**src/rtl/ts_capture_mem_pkg.sv**
```systemverilog
// Shared record layout and FSM encoding for the timestamp capture buffer.
package ts_capture_pkg;

    localparam int REC_WIDTH = 128;
    localparam int TS_LSB    = 64;
    localparam int SEQ_LSB   = 32;
    localparam int DATA_LSB  = 0;

    typedef enum logic [1:0] {
        S_IDLE,
        S_CAPTURE,
        S_FULL
    } state_e;

endpackage

```
**src/rtl/ts_capture_mem_if.sv**
```systemverilog
// Event-in / wide-read-out bundle between the register bank and the capture buffer.
interface ts_capture_mem_if
    import ts_capture_pkg::*;
#(
    parameter int ADDR_WIDTH = 5,
    parameter int EVT_WIDTH  = 32
);

    logic                  enable_i;
    logic                  event_i;
    logic [EVT_WIDTH-1:0]  evt_data_i;
    logic [ADDR_WIDTH-1:0] ts_addr_i;
    logic [REC_WIDTH-1:0]  ts_data_o;
    logic [ADDR_WIDTH:0]   count_o;
    logic                  full_o;
    logic                  overflow_o;

    modport master (
        output enable_i, event_i, evt_data_i, ts_addr_i,
        input  ts_data_o, count_o, full_o, overflow_o
    );

    modport slave (
        input  enable_i, event_i, evt_data_i, ts_addr_i,
        output ts_data_o, count_o, full_o, overflow_o
    );

endinterface

```
**src/rtl/ts_capture_mem_ram.sv**
```systemverilog
// Simple dual-port RAM: one write port, one registered read-first read port.
module ts_capture_ram #(
    parameter int ADDR_WIDTH = 5,
    parameter int DATA_WIDTH = 128
) (
    input  logic                  clk_i,
    input  logic                  rst_i,
    input  logic                  i_we,
    input  logic [ADDR_WIDTH-1:0] i_waddr,
    input  logic [DATA_WIDTH-1:0] i_wdata,
    input  logic [ADDR_WIDTH-1:0] i_raddr,
    output logic [DATA_WIDTH-1:0] o_rdata
);

    logic [DATA_WIDTH-1:0] r_mem [2**ADDR_WIDTH];
    logic [DATA_WIDTH-1:0] r_rdata;

    always_ff @(posedge clk_i) begin
        if (i_we) r_mem[i_waddr] <= i_wdata;
    end

    // Non-blocking read of the array returns pre-write contents on collision.
    always_ff @(posedge clk_i or posedge rst_i) begin
        if (rst_i) r_rdata <= '0;
        else       r_rdata <= r_mem[i_raddr];
    end

    assign o_rdata = r_rdata;

endmodule

```
**src/rtl/ts_capture_mem.sv**
```systemverilog
// Timestamped event capture buffer with a wide 1-cycle read port.
// Define TS_CAPTURE_WRAP_EN to overwrite the oldest entry instead of stopping when full.
module ts_capture_mem
    import ts_capture_pkg::*;
#(
    parameter int ADDR_WIDTH = 5,
    parameter int EVT_WIDTH  = 32
) (
    input  logic             clk_i,
    input  logic             rst_i,
    ts_capture_mem_if.slave  bus
);

    localparam int                  DEPTH  = 1 << ADDR_WIDTH;
    localparam logic [ADDR_WIDTH:0] L_FULL = (ADDR_WIDTH+1)'(DEPTH);
    localparam logic [ADDR_WIDTH:0] L_LAST = (ADDR_WIDTH+1)'(DEPTH - 1);

    state_e                 r_state;
    state_e                 w_next;
    logic                   r_enable_d;
    logic [63:0]            r_ts;
    logic [31:0]            r_seq;
    logic [ADDR_WIDTH-1:0]  r_wr_ptr;
    logic [ADDR_WIDTH:0]    r_count;
    logic                   r_ovf;
    logic                   r_stg_vld;
    logic [REC_WIDTH-1:0]   r_stg_rec;
    logic                   w_rearm;
    logic                   w_accept;
    logic                   w_drop;
    logic                   w_we;
    logic [31:0]            w_data;
    logic [REC_WIDTH-1:0]   w_rec;

    assign w_rearm = bus.enable_i & ~r_enable_d;
    assign w_data  = 32'(bus.evt_data_i);
    assign w_we    = r_stg_vld & ~w_rearm;

    always_comb begin
        w_rec                    = '0;
        w_rec[TS_LSB   +: 64]    = r_ts;
        w_rec[SEQ_LSB  +: 32]    = r_seq;
        w_rec[DATA_LSB +: 32]    = w_data;
    end

`ifndef TS_CAPTURE_WRAP_EN
    // Count the staged record too so back-to-back events cannot over-fill.
    logic [ADDR_WIDTH:0] w_fill;
    assign w_fill = r_count + (ADDR_WIDTH+1)'(r_stg_vld);
`endif

    always_ff @(posedge clk_i or posedge rst_i) begin
        if (rst_i) r_state <= S_IDLE;
        else       r_state <= w_next;
    end

    always_comb begin
        w_next   = r_state;
        w_accept = 1'b0;
        w_drop   = 1'b0;
        if (!bus.enable_i) begin
            w_next = S_IDLE;
        end else if (w_rearm) begin
            w_next = S_CAPTURE;
        end else begin
            unique case (r_state)
                S_CAPTURE: begin
                    if (bus.event_i) begin
                        w_accept = 1'b1;
`ifndef TS_CAPTURE_WRAP_EN
                        if (w_fill == L_LAST) w_next = S_FULL;
`endif
                    end
                end
                S_FULL: begin
                    if (bus.event_i) w_drop = 1'b1;
                end
                default: ;
            endcase
        end
    end

    always_ff @(posedge clk_i or posedge rst_i) begin
        if (rst_i) begin
            r_enable_d <= 1'b0;
            r_ts       <= '0;
            r_seq      <= '0;
            r_wr_ptr   <= '0;
            r_count    <= '0;
            r_ovf      <= 1'b0;
            r_stg_vld  <= 1'b0;
            r_stg_rec  <= '0;
        end else begin
            r_enable_d <= bus.enable_i;
            r_ts       <= r_ts + 64'd1;
            if (w_rearm) begin
                r_seq     <= '0;
                r_wr_ptr  <= '0;
                r_count   <= '0;
                r_ovf     <= 1'b0;
                r_stg_vld <= 1'b0;
            end else begin
                r_stg_vld <= w_accept;
                if (w_accept) r_stg_rec <= w_rec;
                if (w_accept || w_drop) r_seq <= r_seq + 32'd1;
                if (w_drop) r_ovf <= 1'b1;
                if (r_stg_vld) begin
                    r_wr_ptr <= r_wr_ptr + ADDR_WIDTH'(1);
                    if (r_count == L_FULL) r_ovf   <= 1'b1;
                    else                   r_count <= r_count + (ADDR_WIDTH+1)'(1);
                end
            end
        end
    end

    ts_capture_ram #(
        .ADDR_WIDTH (ADDR_WIDTH),
        .DATA_WIDTH (REC_WIDTH)
    ) u_ram (
        .clk_i   (clk_i),
        .rst_i   (rst_i),
        .i_we    (w_we),
        .i_waddr (r_wr_ptr),
        .i_wdata (r_stg_rec),
        .i_raddr (bus.ts_addr_i),
        .o_rdata (bus.ts_data_o)
    );

    assign bus.count_o    = r_count;
    assign bus.full_o     = (r_count == L_FULL);
    assign bus.overflow_o = r_ovf;

endmodule

```
**src/flat_wrapper.sv**
```systemverilog
// flat-port wrapper written by rule: the top's interface ports become plain ports
module ts_capture_mem_flat import ts_capture_pkg::*;
#(
    parameter int ADDR_WIDTH = 5,
    parameter int EVT_WIDTH  = 32
)
  (clk_i, rst_i, bus_enable_i, bus_event_i, bus_evt_data_i, bus_ts_addr_i, bus_ts_data_o, bus_count_o, bus_full_o, bus_overflow_o);
  ts_capture_mem_if #(.ADDR_WIDTH(ADDR_WIDTH), .EVT_WIDTH(EVT_WIDTH)) bus_i ();
  input  logic clk_i;
  input  logic rst_i;
  input wire logic [$bits(bus_i.enable_i)-1:0] bus_enable_i;
  input wire logic [$bits(bus_i.event_i)-1:0] bus_event_i;
  input wire logic [$bits(bus_i.evt_data_i)-1:0] bus_evt_data_i;
  input wire logic [$bits(bus_i.ts_addr_i)-1:0] bus_ts_addr_i;
  output wire logic [$bits(bus_i.ts_data_o)-1:0] bus_ts_data_o;
  output wire logic [$bits(bus_i.count_o)-1:0] bus_count_o;
  output wire logic [$bits(bus_i.full_o)-1:0] bus_full_o;
  output wire logic [$bits(bus_i.overflow_o)-1:0] bus_overflow_o;
  assign bus_i.enable_i = bus_enable_i;
  assign bus_i.event_i = bus_event_i;
  assign bus_i.evt_data_i = bus_evt_data_i;
  assign bus_i.ts_addr_i = bus_ts_addr_i;
  assign bus_ts_data_o = bus_i.ts_data_o;
  assign bus_count_o = bus_i.count_o;
  assign bus_full_o = bus_i.full_o;
  assign bus_overflow_o = bus_i.overflow_o;
  ts_capture_mem #(.ADDR_WIDTH(ADDR_WIDTH), .EVT_WIDTH(EVT_WIDTH)) u_core (.clk_i(clk_i), .rst_i(rst_i), .bus(bus_i));
endmodule
```
**config.mk**
```make
export PLATFORM = sky130hd
export DESIGN_NAME = ts_capture_mem_flat
export DESIGN_NICKNAME = d
export VERILOG_FILES = /design/src/rtl/ts_capture_mem_pkg.sv /design/src/rtl/ts_capture_mem_if.sv /design/src/rtl/ts_capture_mem_ram.sv /design/src/rtl/ts_capture_mem.sv /design/src/flat_wrapper.sv
export SDC_FILE = /design/constraint.sdc
export NUM_CORES = 2
export LEC_CHECK = 0
export BUFFER_PORTS_ARGS = -buffer_cell sky130_fd_sc_hd__buf_2
export CAP_MARGIN = 20
export CORE_ASPECT_RATIO = 0.6
export CORE_UTILIZATION = 25
export DETAILED_ROUTE_END_ITERATION = 10
export SETUP_SLACK_MARGIN = 0.1
export SYNTH_ARGS = -nofsm -noshare
export SYNTH_HDL_FRONTEND = slang
export SYNTH_SLANG_ARGS = --single-unit
```
**constraint.sdc**
```tcl
create_clock -name clk_i -period 13.4 [get_ports clk_i]
set_input_delay 2.68 -clock clk_i [delete_from_list [all_inputs] [get_ports clk_i]]
set_output_delay 2.68 -clock clk_i [all_outputs]
set_load 0.02 [all_outputs]
```
[After elaboration in Yosys (flattened, before gate mapping)]
Memory sizes are Yosys's and may differ from the RTL's. A register that Yosys moved wholly into a read port is not among the register bits.
Cells that the tools add are included.
Cells by class
  add/sub/neg operators: 5
  equality and inequality tests: 8
  mux-type cells: 26
  bitwise gates (word level): 4
  reduce and logical (&&, ||, !) cells: 6
Operators with widths (count)
  adder 64 x 1 -> 64 bit (second input constant): 1
  two-way mux 32 bit: 2
  adder 32 x 1 -> 32 bit (second input constant): 1
  two-way mux 6 bit: 3
  two-way mux 1 bit: 14
  two-way mux 2 bit: 5
  two-way mux 5 bit: 2
  != test 3 x 1 -> 1 bit (second input constant): 3
  adder 6 x 1 -> 6 bit: 1
  adder 6 x 1 -> 6 bit (second input constant): 1
  equality test 6 x 5 -> 1 bit (second input constant): 1
  equality test 6 bit (second input constant): 1
  adder 5 x 1 -> 5 bit (second input constant): 1
  AND reduction 2 bit: 2
  nonzero test 2 bit: 2
  AND reduction 3 bit: 1
  AND 1 bit: 2
  equality test 2 x 1 -> 1 bit (second input constant): 1
  equality test 2 bit (second input constant): 1
  != test 2 x 1 -> 1 bit (second input constant): 1
  NOT 1 bit: 2
  logical OR 1 bit: 1
Storage, ports and cells
  bits in registers: 240
  RAM bits: 4096
  input port bits: 41
  output and inout port bits: 136
  logic and storage cells: 59
  memories: 1
Memory list
  u_core.u_ram.r_mem: words 32, width 128, read ports 1, clocked after Yosys merged registers in 1, write ports 1, line ts_capture_mem_ram.sv:15  | logic [DATA_WIDTH-1:0] r_mem [2**ADDR_WIDTH];

[Logic depth before layout (Yosys ltp)]
  word-level depth: 8
  mapped depth: 8

[Cells and area by module]
From an unflattened synthesis, not the netlist that was laid out.
Second synthesis, totals
  cells, all modules: 7261
  area, all modules: 166079.3 sq um
By module, submodules not included
  ts_capture_ram: instances 1, cells an instance 6456, area each 155898.3 sq um
  ts_capture_mem: instances 1, cells an instance 805, area each 10181.0 sq um

[Worst setup path before layout]
OpenSTA, ideal clock, no wires.
  path type: input -> register
  from: input bus_enable_i
  to: memory u_core.u_ram.r_mem[17][0], enable pin
  arrival time: 8.392 ns
  data required time: 12.783 ns
  slack: 4.391 ns
  cell stages on the path: 3
  path through: nand2_1 > nand3_1 > nor2_1
On the way
  word-level cells in the longest chain between the ends: 5
Ends and longest elaborated chain
  from (decl): line flat_wrapper.sv:11  | input wire logic [$bits(bus_i.enable_i)-1:0] bus_enable_i;
  AND 1 bit: line ts_capture_mem.sv:35  | assign w_rearm = bus.enable_i & ~r_enable_d;
  NOT 1 bit (no source line)
  AND 1 bit: line ts_capture_mem.sv:37  | assign w_we = r_stg_vld & ~w_rearm;
  two-way mux 1 bit: line ts_capture_mem_ram.sv:19  | if (i_we) r_mem[i_waddr] <= i_wdata;
  two-way mux 1 bit (implied by the code): line ts_capture_mem_ram.sv:19
  to (decl): line ts_capture_mem_ram.sv:15
Every way passes these cells.

[Worst setup path in the final report]
  from: input bus_enable_i
  to: memory u_core.u_ram.r_mem[15][10], enable pin
Same word-level chain as after synthesis.

==> flow_metrics.py <==
metrics = {
    "status": {
        "status": "finished, violations left",
        "violations": "DRC",
    },
    "placed_design": {
        "routabilityCongestion": 0.745,
        "io_buffers": 176,
        "dp_hpwl_um": 243000,
    },
    "yosys": {
        "syn_inst": 7217,
        "synthTopCellsByCount": "edfxtp_1 (4096), mux4_2 (1024), dfrtp_1 (368)",
        "synth_edf_count": 4096,
        "yosys-top-cells-area": "edfxtp_1 (73%), mux4_2 (14%), dfrtp_1 (5.5%)",
        "syn_area_um2": 168000,
        "synth.top_cell.area_share": 0.731,
        "ys_async_sr_fraction": 0.0824,
        "ys.flop_type": "edfxtp_1",
        "yosys.area.top_type": "edfxtp_1",
        "synth_seq_cells": 4464,
        "yosys_warnings": 0,
        "ys_seq_area_frac": 0.786,
        "synth_cell_types": 55,
        "syn_nets": 7268,
        "yosysMostFrequentCell": "edfxtp_1",
        "syn_avg_cell_area_um2": 23.3,
    },
    "timing": {
        "skew_ns": 0.0474,
        "rsz0062_at_grt": "no",
        "maxSlewViolCount": 0,
        "worstMarginPinSlew_ns": 1.20,
        "slew-limit-headroom": 0.200,
        "setup_tns_ns": 0,
        "min_period_over_period": 0.438,
        "setup_viol": 0,
        "period_minus_slack_ns": 5.87,
        "fmax_ghz": 0.170,
        "finalHoldViolations": 0,
    },
    "routing": {
        "wl_per_cell_um": 26.5,
        "wl_met1_um": 204000,
        "met2WireLength_um": 192000,
        "ant_nets": 0,
        "drt-pass1-iter-count": 9,
        "wl_met3_um": 41200,
        "vias": 79226,
        "detail_route.wirelength_um": 443000,
        "drc_errors": 48,
        "vias_per_cell": 4.73,
        "drt_iter0_drc": 11229,
        "top_layer": "met5",
    },
    "setup_path": {
        "startpoint_type": "input port",
        "worstPathMaxFanout": 68,
        "ff2ff_path_depth": 7,
        "critPathKind": "input port to flip-flop",
        "cp-startpoint": "bus_enable_i",
        "endpoint_kind": "flip-flop",
        "cp.arrival_ns": 6.41,
        "reg2reg_from": "u_core.r_enable_d",
        "cp.required_ns": 13.94,
        "rr_endpoint": "u_core.u_ram.r_mem[15][10]",
        "endpoint": "u_core.u_ram.r_mem[15][10]",
        "r2r_slack_ns": 8.87,
    },
    "flow_run": {
        "maxCapViolations": 0,
    },
    "die": {
        "core_um2": 668000,
        "rows": 232,
        "dieArea_um2": 676000,
        "pin_count": 177,
        "die_h_um": 637,
        "dieWidth_um": 1060,
        "start_util": 0.252,
    },
    "cts": {
        "ctsResizeCount": 0,
        "clock_path_buffers": 4,
        "cts_hold_buf": 0,
        "cts.clk_slew.worst_paths_ns": 0.07,
        "cts_root_buf": "clkbuf_16",
        "clkLatencyLatePin_ns": 0.93,
        "clock_sinks": 4464,
        "h-tree-depth": 5,
        "numCtsBuffers": 345,
        "cts_tree": "yes",
        "post_cts_buffers": 0,
    },
    "pwr": {
        "power_density_nw_per_um2": 141,
        "p_leak_nw": 66.2,
        "vdd_drop_max_v": 0.000104,
        "total_power_w": 0.0271,
    },
    "global_routing": {
        "grt-ovfl-total": 0,
        "grt_pass1_wl_um": 621000,
        "grt_max_degree": 132,
        "antenna_found_initial": 35,
        "track_usage": 0.127,
        "first_global_vias": 77729,
    },
    "cells_and_area": {
        "nets": 7633,
        "drive_above_1_share": 0.274,
        "syn_to_final_growth_pct": 14.7,
    },
    "min_path": {
        "hp-class": "flip-flop to flip-flop",
    },
}
==> cell usage in the layout (no fill, tap or decap), types with 107 or more instances in the layout <==
master,Yosys,final
edfxtp_1,4096,4096
mux4_2,1024,1024
dfrtp_1,368,368
mux2i_1,365,365
clkbuf_16,0,355
o221ai_1,212,212
mux2_2,172,172
buf_2,117,171
buf_4,5,149
a21o_1,107,107
==> layout make-up <==
type                       count  area (µm²)
multi-input combinational   2351       34600
clock buffer                 478        9700
tap                         8892       11100
sequential                  4464      132000
inverter                      20        82.6
fill                       64279      475000
clock inverter               157        1430
timing repair buffer         400        3810
antenna                        4        10.0
==> power breakdown <==
group | switching, W | internal [W] | total [W]
clock | 0.00500 | 0.00548 | 0.0105
sequential | 0.000249 | 0.0154 | 0.0156
combinational | 0.000640 | 0.000409 | 0.00105
total | 0.00588 | 0.0212 | 0.0271
==> layer usage <==
metal / track usage / vias to the layer above
met5: 0 / -
met4: 0.0160 / 2
met3: 0.0264 / 424
met2: 0.184 / 3874
met1: 0.198 / 43545
li1: - / 31381
==> sequential cells by signal (all words and copies together), names as in the netlist <==
signal                 cells
u_core.bus.count_o         6
u_core.r_enable_d          1
u_core.u_ram.r_mem      4096
u_core.r_stg_rec         128
u_core.r_state             2
u_core.r_wr_ptr            5
u_core.r_seq              32
u_core.r_stg_vld           1
u_core.bus.overflow_o      1
u_core.r_ts               64
u_core.u_ram.o_rdata     128
==> through the flow <==
stage | setup WS (ns) | util | std cells | cell area, µm² | hold slack, ns
floorplan | 0.503 | - | 7217 | 168000 | 0.440
global placement | 6.67 | 0.271 | 16083 | 181000 | 0.458
detailed placement | 6.56 | 0.271 | 16088 | 181000 | 0.469
CTS | 7.53 | 0.287 | 16723 | 192000 | 0.481
global route | 7.41 | 0.289 | 16765 | 193000 | 0.514
finish | 7.53 | 0.289 | 16766 | 193000 | 0.483
==> critical path: stages <==
cell and delay, ns:
buf_2 0.14, nand2_1 0.24, nand3_1 0.64, nor2_4 0.81, buf_4 0.46, buf_4 0.63, buf_12 0.58
==> how the worst min path moves through the flow <==
stage                     from              end  slack, ns  cells past startpoint
2_1_floorplan  u_core.r_ts[63]  u_core.r_ts[63]       0.44                      1
3_3_place_gp   u_core.r_ts[63]  u_core.r_ts[63]       0.46                      1
3_5_place_dp   u_core.r_ts[63]  u_core.r_ts[63]       0.47                      1
4_1_cts        u_core.r_ts[63]  u_core.r_ts[63]       0.48                      1
5_1_grt        u_core.r_ts[63]  u_core.r_ts[63]       0.51                      1
6_report       u_core.r_ts[63]  u_core.r_ts[63]       0.48                      1
==> kinds of logic (layout without fill, tap and decap cells) <==
group	count (synthesis)	after routing	synth area share
buffers and inverters	402	1055	0.0100
adder cells (fa/ha/maj)	10	10	0.000744
other	0	4	0
flip-flops	4464	4464	0.786
XOR/XNOR	89	89	0.00463
AO/OA/AOI/OAI	400	400	0.0190
multiplexers	1561	1561	0.170
AND/OR/NAND/NOR	291	291	0.00956
No activity file was read; power rests on OpenSTA's default activity.
